--- config.mk ---
export PLATFORM = sky130hd
export DESIGN_NAME = axis_gap_shaper
export DESIGN_NICKNAME = d
export VERILOG_FILES = /design/src/rtl/axis_pkg.sv /design/src/rtl/axis_skid_buffer.sv /design/src/rtl/axis_gap_shaper.sv
export SDC_FILE = /design/constraint.sdc
export NUM_CORES = 1
export LEC_CHECK = 0
export ABC_CLOCK_PERIOD_IN_PS = 3800
export BUFFER_PORTS_ARGS = -buffer_cell sky130_fd_sc_hd__clkbuf_2
export CORE_MARGIN = 2
export CORE_UTILIZATION = 55
export CTS_CLUSTER_DIAMETER = 80
export CTS_CLUSTER_SIZE = 14
export DETAILED_ROUTE_END_ITERATION = 10
export GPL_ROUTABILITY_DRIVEN = 0
export GPL_TIMING_DRIVEN = 1
export PLACE_DENSITY = 0.84
export SYNTH_ARGS = -nofsm -noshare
export SYNTH_HDL_FRONTEND = slang
export SYNTH_SLANG_ARGS = --single-unit
export TNS_END_PERCENT = 1
--- constraint.sdc ---
create_clock -name clk -period 3.8 [get_ports clk]
set_input_delay 0.19 -clock clk [delete_from_list [all_inputs] [get_ports clk]]
set_output_delay 0.19 -clock clk [all_outputs]
set_load 0.005 [all_outputs]
--- src/rtl/axis_pkg.sv ---
// Shared types and constants for the AXI-Stream gap shaper.
// Gate states and mode encodings used by the top and the bench.
package axis_pkg;

   typedef enum logic [0:0] {
      PASS = 1'b0,
      HALT = 1'b1
   } gap_state_t;

   localparam logic GAP_MODE    = 1'b0;
   localparam logic PERIOD_MODE = 1'b1;

endpackage

--- src/rtl/axis_skid_buffer.sv ---
// Two-entry AXI-Stream skid buffer with a registered upstream ready.
// Sustains one beat per cycle; the skid entry absorbs the ready lag.
module axis_skid_buffer #(
   parameter int AXIS_BYTES = 1
) (
   input  logic                    clk,
   input  logic                    aresetn,
   input  logic                    s_tvalid,
   output logic                    s_tready,
   input  logic                    s_tlast,
   input  logic [AXIS_BYTES-1:0]   s_tkeep,
   input  logic [AXIS_BYTES*8-1:0] s_tdata,
   output logic                    m_tvalid,
   input  logic                    m_tready,
   output logic                    m_tlast,
   output logic [AXIS_BYTES-1:0]   m_tkeep,
   output logic [AXIS_BYTES*8-1:0] m_tdata
);

   localparam int W = AXIS_BYTES * 9 + 1;

   logic [W-1:0] main_q, main_d;
   logic [W-1:0] skid_q, skid_d;
   logic         main_vld, main_vld_d;
   logic         skid_vld, skid_vld_d;
   logic         rdy_q;
   logic         push, pop;

   assign push     = s_tvalid & rdy_q;
   assign pop      = main_vld & m_tready;
   assign s_tready = rdy_q;
   assign m_tvalid = main_vld;
   assign {m_tlast, m_tkeep, m_tdata} = main_q;

   always_comb begin
      main_d     = main_q;
      skid_d     = skid_q;
      main_vld_d = main_vld;
      skid_vld_d = skid_vld;
      if (pop) begin
         main_d     = skid_q;
         main_vld_d = skid_vld;
         skid_vld_d = 1'b0;
      end
      if (push) begin
         if (!main_vld_d) begin
            main_d     = {s_tlast, s_tkeep, s_tdata};
            main_vld_d = 1'b1;
         end else begin
            skid_d     = {s_tlast, s_tkeep, s_tdata};
            skid_vld_d = 1'b1;
         end
      end
   end

   always_ff @(posedge clk or negedge aresetn) begin
      if (!aresetn) begin
         main_q   <= '0;
         skid_q   <= '0;
         main_vld <= 1'b0;
         skid_vld <= 1'b0;
         rdy_q    <= 1'b0;
      end else begin
         main_q   <= main_d;
         skid_q   <= skid_d;
         main_vld <= main_vld_d;
         skid_vld <= skid_vld_d;
         rdy_q    <= ~skid_vld_d;
      end
   end

endmodule

--- src/rtl/axis_gap_shaper.sv ---
// AXI-Stream packet spacer: idle-gap or start-to-start period gating.
// Beats inside a packet are never stalled; only packet starts are held.
module axis_gap_shaper
   import axis_pkg::*;
#(
   parameter int AXIS_BYTES     = 1,
   parameter int GAP_WIDTH      = 8,
   parameter int REGISTER_INPUT = 1,
   parameter int PKT_CTR_WIDTH  = 16
) (
   input  logic                     clk,
   input  logic                     aresetn,
   input  logic [GAP_WIDTH-1:0]     cfg_gap,
   input  logic                     cfg_mode,
   output logic                     axis_i_tready,
   input  logic                     axis_i_tvalid,
   input  logic                     axis_i_tlast,
   input  logic [AXIS_BYTES-1:0]    axis_i_tkeep,
   input  logic [AXIS_BYTES*8-1:0]  axis_i_tdata,
   input  logic                     axis_o_tready,
   output logic                     axis_o_tvalid,
   output logic                     axis_o_tlast,
   output logic [AXIS_BYTES-1:0]    axis_o_tkeep,
   output logic [AXIS_BYTES*8-1:0]  axis_o_tdata,
   output logic                     status_halted,
   output logic [PKT_CTR_WIDTH-1:0] status_pkt_count
);

   localparam logic [GAP_WIDTH-1:0] CTR_ONE = GAP_WIDTH'(1);

   logic                    b_valid;
   logic                    b_ready;
   logic                    b_last;
   logic [AXIS_BYTES-1:0]   b_keep;
   logic [AXIS_BYTES*8-1:0] b_data;

   generate
      if (REGISTER_INPUT != 0) begin : g_skid
         axis_skid_buffer #(
            .AXIS_BYTES (AXIS_BYTES)
         ) u_skid (
            .clk      (clk),
            .aresetn  (aresetn),
            .s_tvalid (axis_i_tvalid),
            .s_tready (axis_i_tready),
            .s_tlast  (axis_i_tlast),
            .s_tkeep  (axis_i_tkeep),
            .s_tdata  (axis_i_tdata),
            .m_tvalid (b_valid),
            .m_tready (b_ready),
            .m_tlast  (b_last),
            .m_tkeep  (b_keep),
            .m_tdata  (b_data)
         );
      end else begin : g_pass
         // Reset gating keeps the combinational path quiet while held.
         assign b_valid       = axis_i_tvalid & aresetn;
         assign axis_i_tready = b_ready & aresetn;
         assign b_last        = axis_i_tlast;
         assign b_keep        = axis_i_tkeep;
         assign b_data        = axis_i_tdata;
      end
   endgenerate

   gap_state_t           state;
   logic [GAP_WIDTH-1:0] ctr;
   logic                 in_pkt;
   logic                 open;
   logic                 xfer;
   logic                 start;
   logic                 last_x;

   assign open   = in_pkt | (state == PASS);
   assign xfer   = axis_o_tvalid & axis_o_tready;
   assign start  = xfer & ~in_pkt;
   assign last_x = xfer & b_last;

   assign axis_o_tvalid = b_valid & open;
   assign b_ready       = axis_o_tready & open;
   assign axis_o_tlast  = b_last;
   assign axis_o_tkeep  = b_keep;
   assign axis_o_tdata  = b_data;
   assign status_halted = (state == HALT) & ~in_pkt;

   always_ff @(posedge clk or negedge aresetn) begin
      if (!aresetn) begin
         state            <= PASS;
         ctr              <= '0;
         in_pkt           <= 1'b0;
         status_pkt_count <= '0;
      end else begin
         if (xfer) in_pkt <= ~b_last;
         if (last_x) status_pkt_count <= status_pkt_count + 1'b1;
         // Load events sample cfg; otherwise a running count just drains.
         if (cfg_mode == PERIOD_MODE && start && cfg_gap > CTR_ONE) begin
            ctr   <= cfg_gap - CTR_ONE;
            state <= HALT;
         end else if (cfg_mode == GAP_MODE && last_x && cfg_gap != '0) begin
            ctr   <= cfg_gap;
            state <= HALT;
         end else if (state == HALT) begin
            ctr <= ctr - CTR_ONE;
            if (ctr <= CTR_ONE) state <= PASS;
         end
      end
   end

endmodule

======== After elaboration in Yosys (flattened, before gate mapping) ========
Index checks and enable logic that the tools add are counted.
storage, ports and cells
  output and inout bits ................... 29
  logic and storage cells ................. 50
  input bits .............................. 23
  register bits ........................... 49
operators by class
  $add $sub $neg .......................... 3
  mux-type cells .......................... 15
  bitwise gates (word level) .............. 14
  magnitude comparators ................... 2
  reduce and logical (&&, ||, !) cells .... 7
operator list
  kind                   count
  $mux 10                3
  $mux 8                 3
  $add 16x1->16 const B  1
  $sub 8x1->8 const B    2
  $mux 1                 9
  $and 1x1->1            8
  $gt 8x1->1 const B     1
  $le 8x1->1 const B     1
  $reduce_bool 8->1      1
  $not 1->1              5
  $logic_and 1x1->1      4
  $reduce_bool 3->1      1
  $reduce_and 2->1       1
  $or 1x1->1             1

======== Longest topological paths before layout ========
Gate-level depths: netlist of the first run.
  depth in word-level cells ............... 9
  gate-level depth with buffers ........... 7

======== Modules after synthesis ========
From an unflattened synthesis of the first run, not the netlist that was laid out.
second synthesis, totals
  cell total of the unflattened synthesis .. 235
  area total of the unflattened synthesis .. 2,668.8 um2
modules (own cells, without submodules)
  module            cells an instance  seq. area each (um2)  times used  area each (um2)
  axis_gap_shaper   169                650.6                 1           1,641.6
  axis_skid_buffer  66                 575.6                 1           1,027.2

======== Worst setup path after synthesis of the first run ========
No wires, ideal clock.
  kind .................................... register -> register
  from .................................... register in_pkt
  to ...................................... register g_skid.u_skid.skid_q[0]
  data arrival time ....................... 1.545 ns
  required time ........................... 3.675 ns
  stages on the path, launching flop included .. 7
  setup slack ............................. 2.130 ns
  cell sequence ........................... dfrtp_1 > nand2b_2 > inv_1 > o21ai_0 > or2_2 > buf_2 > mux2_2
between the ends
  longest elaborated chain between the ends .. 5
ends and longest elaborated chain
  element                            RTL line                source
  from (decl)                        axis_gap_shaper.sv:67   logic in_pkt;
  from (signal assigned)             axis_gap_shaper.sv:92   if (xfer) in_pkt <= ~b_last;
  $or 1x1->1                         axis_gap_shaper.sv:73   assign open = in_pkt | (state == PASS);
  $and 1x1->1                        axis_gap_shaper.sv:79   assign b_ready = axis_o_tready & open;
  $and 1x1->1                        axis_skid_buffer.sv:30  assign pop = main_vld & m_tready;
  $mux 1                             axis_skid_buffer.sv:40  if (pop) begin
  $reduce_and 2->1 (no source line)  n/a
  to (signal assigned)               axis_skid_buffer.sv:65  skid_q <= skid_d;
  to (decl)                          axis_skid_buffer.sv:23  logic [W-1:0] skid_q, skid_d;
Every way passes these cells.
A chain may end at the register's enable or synchronous reset.

======== Worst setup path after layout of the first run ========
  from .................................... register state
  to ...................................... register g_skid.u_skid.main_q[5]
between the ends
  longest elaborated chain between the ends .. 7
  elaborated cells on any way between the ends .. 8
ends and longest elaborated chain
  element                                   RTL line                source
  from (decl)                               axis_gap_shaper.sv:65   gap_state_t state;
  from (signal assigned)                    axis_gap_shaper.sv:87   state <= PASS;
  from (signal assigned)                    axis_gap_shaper.sv:97   state <= HALT;
  from (signal assigned)                    axis_gap_shaper.sv:100  state <= HALT;
  $not 1->1 (*)                             axis_gap_shaper.sv:73
  $or 1x1->1 (*)                            axis_gap_shaper.sv:73
  $and 1x1->1 (*)                           axis_gap_shaper.sv:79
  $and 1x1->1 (*)                           axis_skid_buffer.sv:30
  $mux 10 / $mux 1 (equally long branches)  axis_skid_buffer.sv:40
  $mux 10                                   axis_skid_buffer.sv:46  if (!main_vld_d) begin
  $mux 10 (*)                               axis_skid_buffer.sv:45  if (push) begin
  net g_skid.u_skid.main_d[5]               axis_skid_buffer.sv:22  logic [W-1:0] main_q, main_d;
  to (signal assigned)                      axis_skid_buffer.sv:64  main_q <= main_d;
  to (decl)                                 axis_skid_buffer.sv:22
Mark *: on every way through the listed nets, which the timed path passes. The rest lies on a longest branch.

==> results.sh, run 1 <==
export IMPL_cp_startpoint="state$_DFF_PN0_"
export IMPL_whs_ps=106.4
export IMPL_root_buffer="clkbuf_8"
export IMPL_place_area_sq_mm=0.002884
export IMPL_ant_nets=0
export IMPL_avgSynthCellArea_sq_um=10.08
export IMPL_maxSlewHeadroom_pct=52.28
export IMPL_area_growth_pct=15.75
export IMPL_wl_met2_um=2677
export IMPL_required_ps=3980
export IMPL_synth_ff_type="dfrtp_1"
export IMPL_highest_layer="met4"
export IMPL_reg2reg_slack_ps=1800
export IMPL_maxCapViolations=0
export IMPL_routedWlPerCell_um=14.88
export IMPL_synthTopCellsByArea="dfrtp_1 48%, mux2_2 4.8%, mux2i_1 4.3%, xor2_1 4.1%, nor2_1 3.9%"
export IMPL_rows=24
export IMPL_post_cts_setup_buffer_count=0
export IMPL_yosysTopAreaCell="dfrtp_1"
export IMPL_clkLatencyLatePin_ps=320
export IMPL_grt_pass1_vias=2080
export IMPL_fin_crit_ps=1998
export IMPL_clockPowerShare_pct=26.6
export IMPL_slew_viol_final=0
export IMPL_cp_cell_sequence="nand2b_2, inv_1, o21ai_0, nand3_1, nor2_1, a21oi_1"
export IMPL_worstPathArrival_ps=2170
export IMPL_finalHoldViolations=0
export IMPL_layout_commonest_cell="clkbuf_2"
export IMPL_stdcell_area_sq_mm=0.002988
export IMPL_syn_area_sq_mm=0.002581
export IMPL_nets=338
export IMPL_hp_class="in2reg"
export IMPL_p_per_area_mw_per_mm2=400.3
export IMPL_grt_antenna_before_repair=0
export IMPL_internal_power_uw=819.2
export IMPL_drive_gt1_share_pct=26.05
export IMPL_seq_area_frac_synth_pct=47.50
export IMPL_initial_core_util_pct=58.08
export IMPL_wirelength_um=5403
export IMPL_tns_ps=0
export IMPL_slowest_delay_ps=560
export IMPL_skew_ps=17.02
export IMPL_switching_share_pct=31.52
export IMPL_crit_type="reg2reg"
export IMPL_hp_start="axis_i_tvalid"
export IMPL_vdd_drop_max_mv=0.3012
export IMPL_ys_warnings_count=0
export IMPL_clock_fmax_mhz=500.5
export IMPL_final_core_util_pct=67.23
export IMPL_grt_max_degree=50
export IMPL_ioPinCount=52
export IMPL_route_detailed_drc=0
export IMPL_fp_coreArea_sq_mm=0.004444
export IMPL_fp_dieW_um=72.51
export IMPL_synth_edff_count=0
export IMPL_grt_overflow_total=0
export IMPL_end_kind="flop"
export IMPL_post_cts_resized=0
export IMPL_grt_pass1_wl_um=9004
export IMPL_power_frac_comb_pct=21.4
export IMPL_wl_met3_um=367
export IMPL_drtIter0Drc=149
export IMPL_drt_first_pass_iters=4
export IMPL_dieArea_sq_mm=0.005257
export IMPL_hpwlAfterDp_um=4046
export IMPL_path_clk_slew_ps=100
export IMPL_rsz0062_at_grt="no"
export IMPL_clk_path_buf_depth=2
export IMPL_p_leak_uw=0.001475
export IMPL_netlist_area_leader_share_pct=47.50
export IMPL_status="finished clean"
export IMPL_power_switching_uw=377.0
export IMPL_portBuffers=51
export IMPL_post_route_period_util_pct=52.58
export IMPL_crit_path_start_kind="flop"
export IMPL_cp_max_fo=20
export IMPL_dieHeight_um=72.51
export IMPL_grt_usage_pct=22.12
export IMPL_fillers=357
export IMPL_regToRegStartpoint="state$_DFF_PN0_"
export IMPL_via_per_inst=5.923
export IMPL_layout_common_cells="51 x clkbuf_2, 49 x dfrtp_1, 27 x nor2_1"
export IMPL_vias=2150
export IMPL_pwr_share_seq_pct=52.0
export IMPL_syn_num_nets=284
export IMPL_cp_slowest_cell="nand3_1"
export IMPL_h_tree_depth=2
export IMPL_clock_sinks=49
export IMPL_finalPower_uw=1196
export IMPL_met1_length_um=2267
export IMPL_synth_cells=256
export IMPL_cts_tree="yes"
export IMPL_setup_viol=0
export IMPL_async_flop_share_pct=100.0
export IMPL_worst_pin_slew_ps=715.9
export IMPL_num_antenna_cells=0
export IMPL_synth_seq_cells=49
export IMPL_synth_cell_type_count=48
export IMPL_cts_buffers=5
## routing by layer
metal	up-vias	GRT usage, %
li1	1031	-
met1	1029	26.58
met2	78	37.21
met3	12	5.556
met4	0	10.70
met5	-	0
## stage by stage
| step | worst slack [ps] | std cells |
|---|---|---|
| after floorplan | 2130 | 256 |
| after global placement | 1870 | 354 |
| after detailed placement | 1805 | 354 |
| after CTS | 1804 | 363 |
| after global routing | 1543 | 363 |
| final | 1802 | 363 |
## critical path, delay by kind of cell (launching register included)
kind	cells	cell delay [ps]
flip-flops	1	470
AO/OA/AOI/OAI	2	340
AND/OR/NAND/NOR	3	970
buffers and inverters	1	80
## cell families after synthesis
logic type,count (synthesis),share of synthesized area [%]
multiplexers,22,9.065
buffers and inverters,17,2.569
AND/OR/NAND/NOR,96,19.68
adder cells (fa/ha/maj),5,2.424
AO/OA/AOI/OAI,46,11.63
XOR/XNOR,21,7.126
flip-flops,49,47.50
## what timing repair did
| item | in CTS | in global routing |
|---|---|---|
| endpoints found under the hold margin | 49 | 0 |
| hold buffers | 1 | 0 |
| setup endpoints to repair | 0 | 0 |
## Yosys cell counts (2+ instances only)
master,count
mux2i_1,11
nand3_1,10
a21oi_1,15
xnor2_1,9
and2_1,3
buf_2,2
clkbuf_1,4
ha_1,5
a211oi_1,2
dfrtp_1,49
xor2_1,12
or3_1,2
and3_1,5
inv_1,11
nor2_1,27
mux2_2,11
a221oi_1,3
nor3_1,9
nor2b_1,2
nand2b_1,2
nand4_1,4
o21ai_0,11
a31oi_1,3
nor4_1,4
nand2_1,16
o31ai_1,2
## worst paths after layout
kind | endpoint | depth (start not counted)
min reg2reg | status_pkt_count[15]$_DFFE_PN0N_ | 1
max | g_skid.u_skid.main_q[5]$_DFF_PN0_ | 6
max reg2reg | g_skid.u_skid.main_q[5]$_DFF_PN0_ | 6
min in group asynchronous | in_pkt$_DFFE_PN0N_ | 3
min | g_skid.u_skid.m_tvalid$_DFF_PN0_ | 3
max in group asynchronous | status_pkt_count[11]$_DFFE_PN0N_ | 3
## layout make-up
type / count / area [sq um] / area share, %
Clock inverter: 3 / 25.02 / 0.8375
Timing Repair Buffer: 53 / 272.8 / 9.129
Sequential cell: 49 / 1226 / 41.04
Tap cell: 52 / 65.06 / 2.178
Multi-Input combinational cell: 190 / 1289 / 43.13
Inverter: 11 / 41.29 / 1.382
Clock buffer: 5 / 68.82 / 2.303
## power by group through the flow
| stage | clock network, uW | registers [uW] | logic (uW) |
|---|---|---|---|
| 2_1_floorplan | 0 | 615 | 185 |
| 3_3_place_gp | 0 | 629 | 243 |
| 3_5_place_dp | 0 | 629 | 255 |
| 4_1_cts | 324 | 621 | 256 |
| 5_1_grt | 339 | 630 | 296 |
| 6_report | 318 | 622 | 256 |
## registers in the layout, indices dropped and copies added (netlist names)
signal                  flops
ctr                         8
g_skid.u_skid.main_q       10
g_skid.u_skid.s_tready      1
status_pkt_count           16
g_skid.u_skid.skid_vld      1
g_skid.u_skid.m_tvalid      1
g_skid.u_skid.skid_q       10
state                       1
in_pkt                      1
No activity file was read; power rests on OpenSTA's default activity.
==> inputs of run 2 (changes only) <==
--- a/config.mk
+++ b/config.mk
@@ -5,16 +5,16 @@
 export SDC_FILE = /design/constraint.sdc
 export NUM_CORES = 1
 export LEC_CHECK = 0
-export ABC_CLOCK_PERIOD_IN_PS = 3800
+export ABC_CLOCK_PERIOD_IN_PS = 1740
 export BUFFER_PORTS_ARGS = -buffer_cell sky130_fd_sc_hd__clkbuf_2
 export CORE_MARGIN = 2
-export CORE_UTILIZATION = 55
+export CORE_UTILIZATION = 49
 export CTS_CLUSTER_DIAMETER = 80
 export CTS_CLUSTER_SIZE = 14
 export DETAILED_ROUTE_END_ITERATION = 10
 export GPL_ROUTABILITY_DRIVEN = 0
 export GPL_TIMING_DRIVEN = 1
-export PLACE_DENSITY = 0.84
+export PLACE_DENSITY = 0.79
 export SYNTH_ARGS = -nofsm -noshare
 export SYNTH_HDL_FRONTEND = slang
 export SYNTH_SLANG_ARGS = --single-unit
==> constraint.sdc (replaced) <==
create_clock -name clk -period 1.74 [get_ports clk]
set_input_delay 0.087 -clock clk [delete_from_list [all_inputs] [get_ports clk]]
set_output_delay 0.087 -clock clk [all_outputs]
set_load 0.005 [all_outputs]
==> run 2 against run 1 <==
Compared with the run above: sequential power increased by 120%; fmax grew 20%; register-to-register slack got worse by 1700 ps; clock power increased by 120%; largest power group unchanged; critical path depth is 1 higher; cell count increased by 10%; via count up 2.6%; flip-flop and latch count unchanged; critical endpoint is now status_pkt_count[13]$_DFFE_PN0N_; highest routed layer unchanged; clock-buffer cell count increased by 1; utilization fell by 4.2 points; worst hold slack worse by 81 ps.
==> results.sh, run 2 (synthesis results as in run 1) <==
export IMPL_status="finished clean"
export IMPL_min_to="g_skid.u_skid.skid_q[1]$_DFFE_PN0P_"
export IMPL_slew_viol_final=0
export IMPL_required_ps=1960
export IMPL_grt_antenna_before_repair=0
export IMPL_grt_usage_pct=19.44
export IMPL_final_core_util_pct=63.01
export IMPL_cp_startpoint="state$_DFF_PN0_"
export IMPL_power_frac_comb_pct=23.7
export IMPL_hpwlAfterDp_um=4162
export IMPL_final_cells=400
export IMPL_setup_ws_ps=73.33
export IMPL_clock_sinks=49
export IMPL_layout_commonest_cell="clkbuf_2"
export IMPL_dieHeight_um=76.58
export IMPL_routedWlPerCell_um=14.06
export IMPL_setup_viol=0
export IMPL_reg_top3="status_pkt_count (16), g_skid.u_skid.main_q (10), g_skid.u_skid.skid_q (10)"
export IMPL_hold_depth=2
export IMPL_hp_class="in2reg"
export IMPL_path_clk_slew_ps=100
export IMPL_internal_power_uw=1884
export IMPL_regToRegStartpoint="state$_DFF_PN0_"
export IMPL_crit_type="reg2reg"
export IMPL_area_growth_pct=24.67
export IMPL_drtIter0Drc=150
export IMPL_whs_ps=25.42
export IMPL_p_per_area_mw_per_mm2=842.1
export IMPL_clockPowerShare_pct=26.4
export IMPL_drt_first_pass_iters=4
export IMPL_wirelength_um=5624
export IMPL_ant_nets=0
export IMPL_power_switching_uw=826.0
export IMPL_multi_input_area_sq_mm=0.001335
export IMPL_num_antenna_cells=0
export IMPL_via_per_inst=5.513
export IMPL_vias=2205
export IMPL_grt_pass1_wl_um=9246
export IMPL_fp_coreArea_sq_mm=0.005107
export IMPL_hp_start="axis_i_tdata[1]"
export IMPL_pwr_share_seq_pct=49.9
export IMPL_maxSlewHeadroom_pct=71.52
export IMPL_end_kind="flop"
export IMPL_fp_dieW_um=76.58
export IMPL_fillers=431
export IMPL_initial_core_util_pct=50.54
export IMPL_layout_common_cells="51 x clkbuf_2, 49 x dfrtp_1, 27 x nor2_1"
export IMPL_cp_max_fo=5
export IMPL_dp_cells=391
export IMPL_drive_gt1_share_pct=33.03
export IMPL_regArea_sq_mm=0.001226
export IMPL_post_place_ws_ps=-42.20
export IMPL_nets=357
export IMPL_clock_fmax_mhz=600.0
export IMPL_crit_path_start_kind="flop"
export IMPL_grt_max_degree=50
export IMPL_reg2reg_slack_ps=70
export IMPL_cts_tree="yes"
export IMPL_vdd_drop_max_mv=0.6977
export IMPL_rr_worst_depth=7
export IMPL_worstPathArrival_ps=1890
export IMPL_root_buffer="clkbuf_8"
export IMPL_maxCapViolations=0
export IMPL_grt_overflow_total=0
export IMPL_clk_path_buf_depth=2
export IMPL_rows=26
export IMPL_p_leak_uw=0.001584
export IMPL_cts_buffers=5
export IMPL_route_detailed_drc=0
export IMPL_largest_register="status_pkt_count"
export IMPL_ioPinCount=52
export IMPL_skew_ps=12.80
export IMPL_largest_reg_flops=16
export IMPL_r2r_end="status_pkt_count[13]$_DFFE_PN0N_"
export IMPL_switching_share_pct=30.48
export IMPL_h_tree_depth=2
export IMPL_fin_crit_ps=1667
export IMPL_grt_pass1_vias=2099
export IMPL_portBuffers=51
export IMPL_dieArea_sq_mm=0.005865
export IMPL_finalHoldViolations=0
export IMPL_post_route_period_util_pct=95.79
export IMPL_worst_pin_slew_ps=423.3
export IMPL_rsz0062_at_grt="yes"
export IMPL_clkLatencyLatePin_ps=300
## run 2: cell count changes in the layout (fill, tap and decap cells not counted), moves of 2 or more
cell and delta:
nor4_2 +2, nor3_1 -3, nor4_1 -2, nor3_2 +3
buf_4 +18
## run 2: area by class of cell
cell class,instances,area share [%]
Clock inverter,2,0.5443
Clock buffer,6,2.566
Timing Repair Buffer,72,13.30
Multi-Input combinational cell,190,41.49
Tap cell,70,2.722
Sequential cell,49,38.10
Inverter,11,1.283
## run 2: per-stage QoR
step	setup TNS, ps	cell area, sq um	power (uW)
finish	0	3218	2710
CTS	0	3174	2671
global placement	0	3062	1939
global route	-42.42	3218	2860
detailed placement	-106.8	3062	1956
floorplan	0	2581	1747
## run 2: worst max path at each step
stage / to / slack [ps] / cells after the start
after floorplan: g_skid.u_skid.skid_q[0]$_DFFE_PN0P_ / 70 / 6
after global placement: ctr[6]$_DFFE_PN0P_ / 20 / 8
after detailed placement: ctr[6]$_DFFE_PN0P_ / -40 / 8
after CTS: ctr[6]$_DFFE_PN0P_ / 5 / 7
after global routing: status_pkt_count[9]$_DFFE_PN0N_ / -30 / 7
final: status_pkt_count[13]$_DFFE_PN0N_ / 70 / 7
## run 2: timing repair
item	CTS	global route
gates resized for setup	1	10
hold buffers	1	0
hold endpoints to repair	49	0
setup buffers	0	0
endpoints found under the setup margin	11	17
pin swaps	0	1
gates cloned	0	0
## run 2: routing by layer
layer	vias up	track usage, %	part of all wire (%)
met4	0	6.545	1.2
met5	-	0	0
met3	9	4.147	4.7
li1	1063	-	-
met1	1068	25.45	44
met2	65	32.21	50
## run 2: power by group through the flow
stage               Sequential, uW  Clock (uW)  Combinational, uW
floorplan                     1340           0                404
CTS                           1340         730                603
global route                  1360         782                716
finish                        1350         715                642
global placement              1350           0                586
detailed placement            1360           0                596
## run 2: worst max-delay path, stage by stage, from the launching register on
cell and delay (ps):
dfrtp_1 420, nand2b_2 110, inv_1 80, nor3b_2 230
nand4_1 170, buf_4 180, nor3_1 220, xor2_1 180
==> inputs of run 3 (changes only) <==
--- a/config.mk
+++ b/config.mk
@@ -5,16 +5,17 @@
 export SDC_FILE = /design/constraint.sdc
 export NUM_CORES = 1
 export LEC_CHECK = 0
+export ABC_AREA = 1
 export ABC_CLOCK_PERIOD_IN_PS = 1740
 export BUFFER_PORTS_ARGS = -buffer_cell sky130_fd_sc_hd__clkbuf_2
 export CORE_MARGIN = 2
-export CORE_UTILIZATION = 49
+export CORE_UTILIZATION = 50
 export CTS_CLUSTER_DIAMETER = 80
 export CTS_CLUSTER_SIZE = 14
 export DETAILED_ROUTE_END_ITERATION = 10
 export GPL_ROUTABILITY_DRIVEN = 0
 export GPL_TIMING_DRIVEN = 1
-export PLACE_DENSITY = 0.79
+export PLACE_DENSITY = 0.8
 export SYNTH_ARGS = -nofsm -noshare
 export SYNTH_HDL_FRONTEND = slang
 export SYNTH_SLANG_ARGS = --single-unit
==> run 3 against run 2 <==
Compared with the run above: flip-flop and latch count did not move; highest routed layer unchanged; synthesized cell count rose by 36%; critical endpoint is now g_skid.u_skid.main_q[3]$_DFF_PN0_; design area rose by 0.12%; largest cell class unchanged; clock power fell by 5.9%; combinational power rose to 3.1 times the previous value.
==> results.sh, run 3 <==
export IMPL_regToRegStartpoint="in_pkt$_DFFE_PN0N_"
export IMPL_clk_path_buf_depth=2
export IMPL_rr_worst_depth=7
export IMPL_synth_edff_count=0
export IMPL_h_tree_depth=2
export IMPL_slowest_delay_ps=370
export IMPL_portBuffers=51
export IMPL_synth_cell_type_count=30
export IMPL_fillers=495
export IMPL_crit_path_start_kind="flop"
export IMPL_clkLatencyLatePin_ps=300
export IMPL_multi_input_area_sq_mm=0.001336
export IMPL_r2r_end="g_skid.u_skid.main_q[3]$_DFF_PN0_"
export IMPL_worst_pin_slew_ps=600.3
export IMPL_grt_overflow_total=0
export IMPL_yosys_top_cells_count="113 x nand2_1, 49 x dfrtp_1, 41 x nor2_1"
export IMPL_initial_core_util_pct=51.00
export IMPL_fin_crit_ps=1534
export IMPL_layout_common_cells="113 x nand2_1, 51 x clkbuf_2, 49 x dfrtp_1"
export IMPL_layout_commonest_cell="nand2_1"
export IMPL_synthTopCellsByArea="dfrtp_1 44%, nand2_1 15%, nor2_1 5.6%, inv_1 4.6%, nand3_1 4.5%"
export IMPL_grt_pass1_vias=2292
export IMPL_cts_buffers=5
export IMPL_p_leak_uw=0.001715
export IMPL_worstPathArrival_ps=1710
export IMPL_p_per_area_mw_per_mm2=1427
export IMPL_syn_num_nets=377
export IMPL_dieHeight_um=78.25
export IMPL_tns_ps=0
export IMPL_syn_area_sq_mm=0.002756
export IMPL_netlist_area_leader_share_pct=44.48
export IMPL_fp_coreArea_sq_mm=0.005405
export IMPL_drive_gt1_share_pct=23.41
export IMPL_wirelength_um=5530
export IMPL_clock_sinks=49
export IMPL_route_detailed_drc=0
export IMPL_end_kind="flop"
export IMPL_whs_ps=8.110
export IMPL_cp_slowest_cell="dfrtp_1"
export IMPL_grt_max_degree=28
export IMPL_skew_ps=7.688
export IMPL_final_cells=482
export IMPL_hp_class="in2reg"
export IMPL_grt_usage_pct=19.57
export IMPL_seq_area_frac_synth_pct=44.48
export IMPL_ioPinCount=52
export IMPL_grt_antenna_before_repair=0
export IMPL_fp_dieW_um=78.25
export IMPL_setup_viol=0
export IMPL_area_growth_pct=16.89
export IMPL_drtIter0Drc=106
export IMPL_critPathTopFamily="buffers and inverters"
export IMPL_avgSynthCellArea_sq_um=7.898
export IMPL_maxCapViolations=0
export IMPL_async_flop_share_pct=100.0
export IMPL_rows=27
export IMPL_ys_warnings_count=0
export IMPL_finalHoldViolations=0
export IMPL_drt_first_pass_iters=4
export IMPL_dieArea_sq_mm=0.006123
export IMPL_maxSlewHeadroom_pct=59.98
export IMPL_synth_cells=349
export IMPL_cp_cell_sequence="inv_1, nand2_2, nand3_4, buf_4, clkinv_1, nand2_1, a31oi_1"
export IMPL_largest_reg_flops=16
export IMPL_post_route_period_util_pct=88.15
export IMPL_cp_max_fo=13
export IMPL_rsz0062_at_grt="no"
export IMPL_required_ps=1910
export IMPL_nets=437
export IMPL_num_antenna_cells=0
export IMPL_status="finished clean"
export IMPL_largest_register="status_pkt_count"
export IMPL_dp_cells=469
export IMPL_reg_top3="status_pkt_count (16), g_skid.u_skid.main_q (10), g_skid.u_skid.skid_q (10)"
export IMPL_min_to="g_skid.u_skid.skid_q[5]$_DFFE_PN0P_"
export IMPL_via_per_inst=4.898
export IMPL_reg2reg_slack_ps=210
export IMPL_crit_type="reg2reg"
export IMPL_clock_fmax_mhz=651.9
export IMPL_hp_start="axis_i_tdata[5]"
export IMPL_yosysTopAreaCell="dfrtp_1"
export IMPL_crit_buf_inv=3
export IMPL_path_clk_slew_ps=90
export IMPL_yosysMostFrequentCell="nand2_1"
export IMPL_slew_viol_final=0
export IMPL_regArea_sq_mm=0.001226
export IMPL_ant_nets=0
export IMPL_synth_seq_cells=49
export IMPL_root_buffer="clkbuf_8"
export IMPL_vias=2361
export IMPL_cts_tree="yes"
export IMPL_synth_ff_type="dfrtp_1"
export IMPL_hpwlAfterDp_um=4209
export IMPL_hold_depth=3
export IMPL_grt_pass1_wl_um=9687
export IMPL_routedWlPerCell_um=11.47
export IMPL_vdd_drop_max_mv=0.9985
## run 3: metrics by stage
step / worst slack [ps] / area (sq um) / total power [uW] / utilization, %
final: 206.1 / 3222 / 4598 / 59.61
after global routing: 17.16 / 3222 / 5015 / 59.61
after CTS: 202.7 / 3219 / 4619 / 59.56
after detailed placement: 109.0 / 3083 / 3933 / 57.04
after global placement: 206.5 / 3083 / 3850 / 57.04
after floorplan: 322.8 / 2756 / 3360 / -
## run 3: cell families after synthesis
kind of cell	synth area share [%]
flip-flops	44.48
XOR/XNOR	5.719
buffers and inverters	7.126
AO/OA/AOI/OAI	5.765
AND/OR/NAND/NOR	34.63
adder cells (fa/ha/maj)	2.270
## run 3: final cells by class
type,count,area share (%)
Clock buffer,6,2.252
Sequential cell,49,38.06
Tap cell,72,2.796
Multi-Input combinational cell,256,41.48
Clock inverter,2,0.4272
Inverter,38,4.427
Timing Repair Buffer,59,10.56
## run 3: report_power, final
part / leakage (uW) / internal (uW) / switching [uW]
sequential: 0.000595 / 1580 / 332
clock: 0.0000456 / 287 / 386
combinational: 0.00107 / 811 / 1200
## run 3: how the worst max path moves through the flow
stage	start	to	slack (ps)	cells past startpoint
after detailed placement	cfg_gap[0]	ctr[1]$_DFFE_PN0P_	110	12
after floorplan	status_pkt_count[0]$_DFFE_PN0N_	status_pkt_count[12]$_DFFE_PN0N_	320	9
after global routing	ctr[1]$_DFFE_PN0P_	ctr[6]$_DFFE_PN0P_	20	8
after CTS	status_pkt_count[0]$_DFFE_PN0N_	status_pkt_count[12]$_DFFE_PN0N_	200	9
after global placement	cfg_gap[0]	ctr[1]$_DFFE_PN0P_	210	12
final	in_pkt$_DFFE_PN0N_	g_skid.u_skid.main_q[3]$_DFF_PN0_	210	7
## run 3: what timing repair did
item / 4_1_cts / 5_1_grt
endpoints found under the hold margin: 26 / 0
resized for setup: 0 / 1
buffers inserted: 0 / 0
endpoints found under the setup margin: 0 / 1
hold buffers: 5 / 0
## run 3: routing by layer
metal	GRT usage [%]	routed length, um	part of all wire (%)	up-vias
met5	0	0	0	-
met4	5.263	69	1.2	0
met3	4.023	204	3.7	8
met2	34.91	2800	51	46
met1	24.13	2455	44	1102
li1	-	-	-	1205
## run 3: tightest hold or removal path: stages
cell	delay (ps)
clkbuf_2	90
nand2_1	50
nand2_1	60
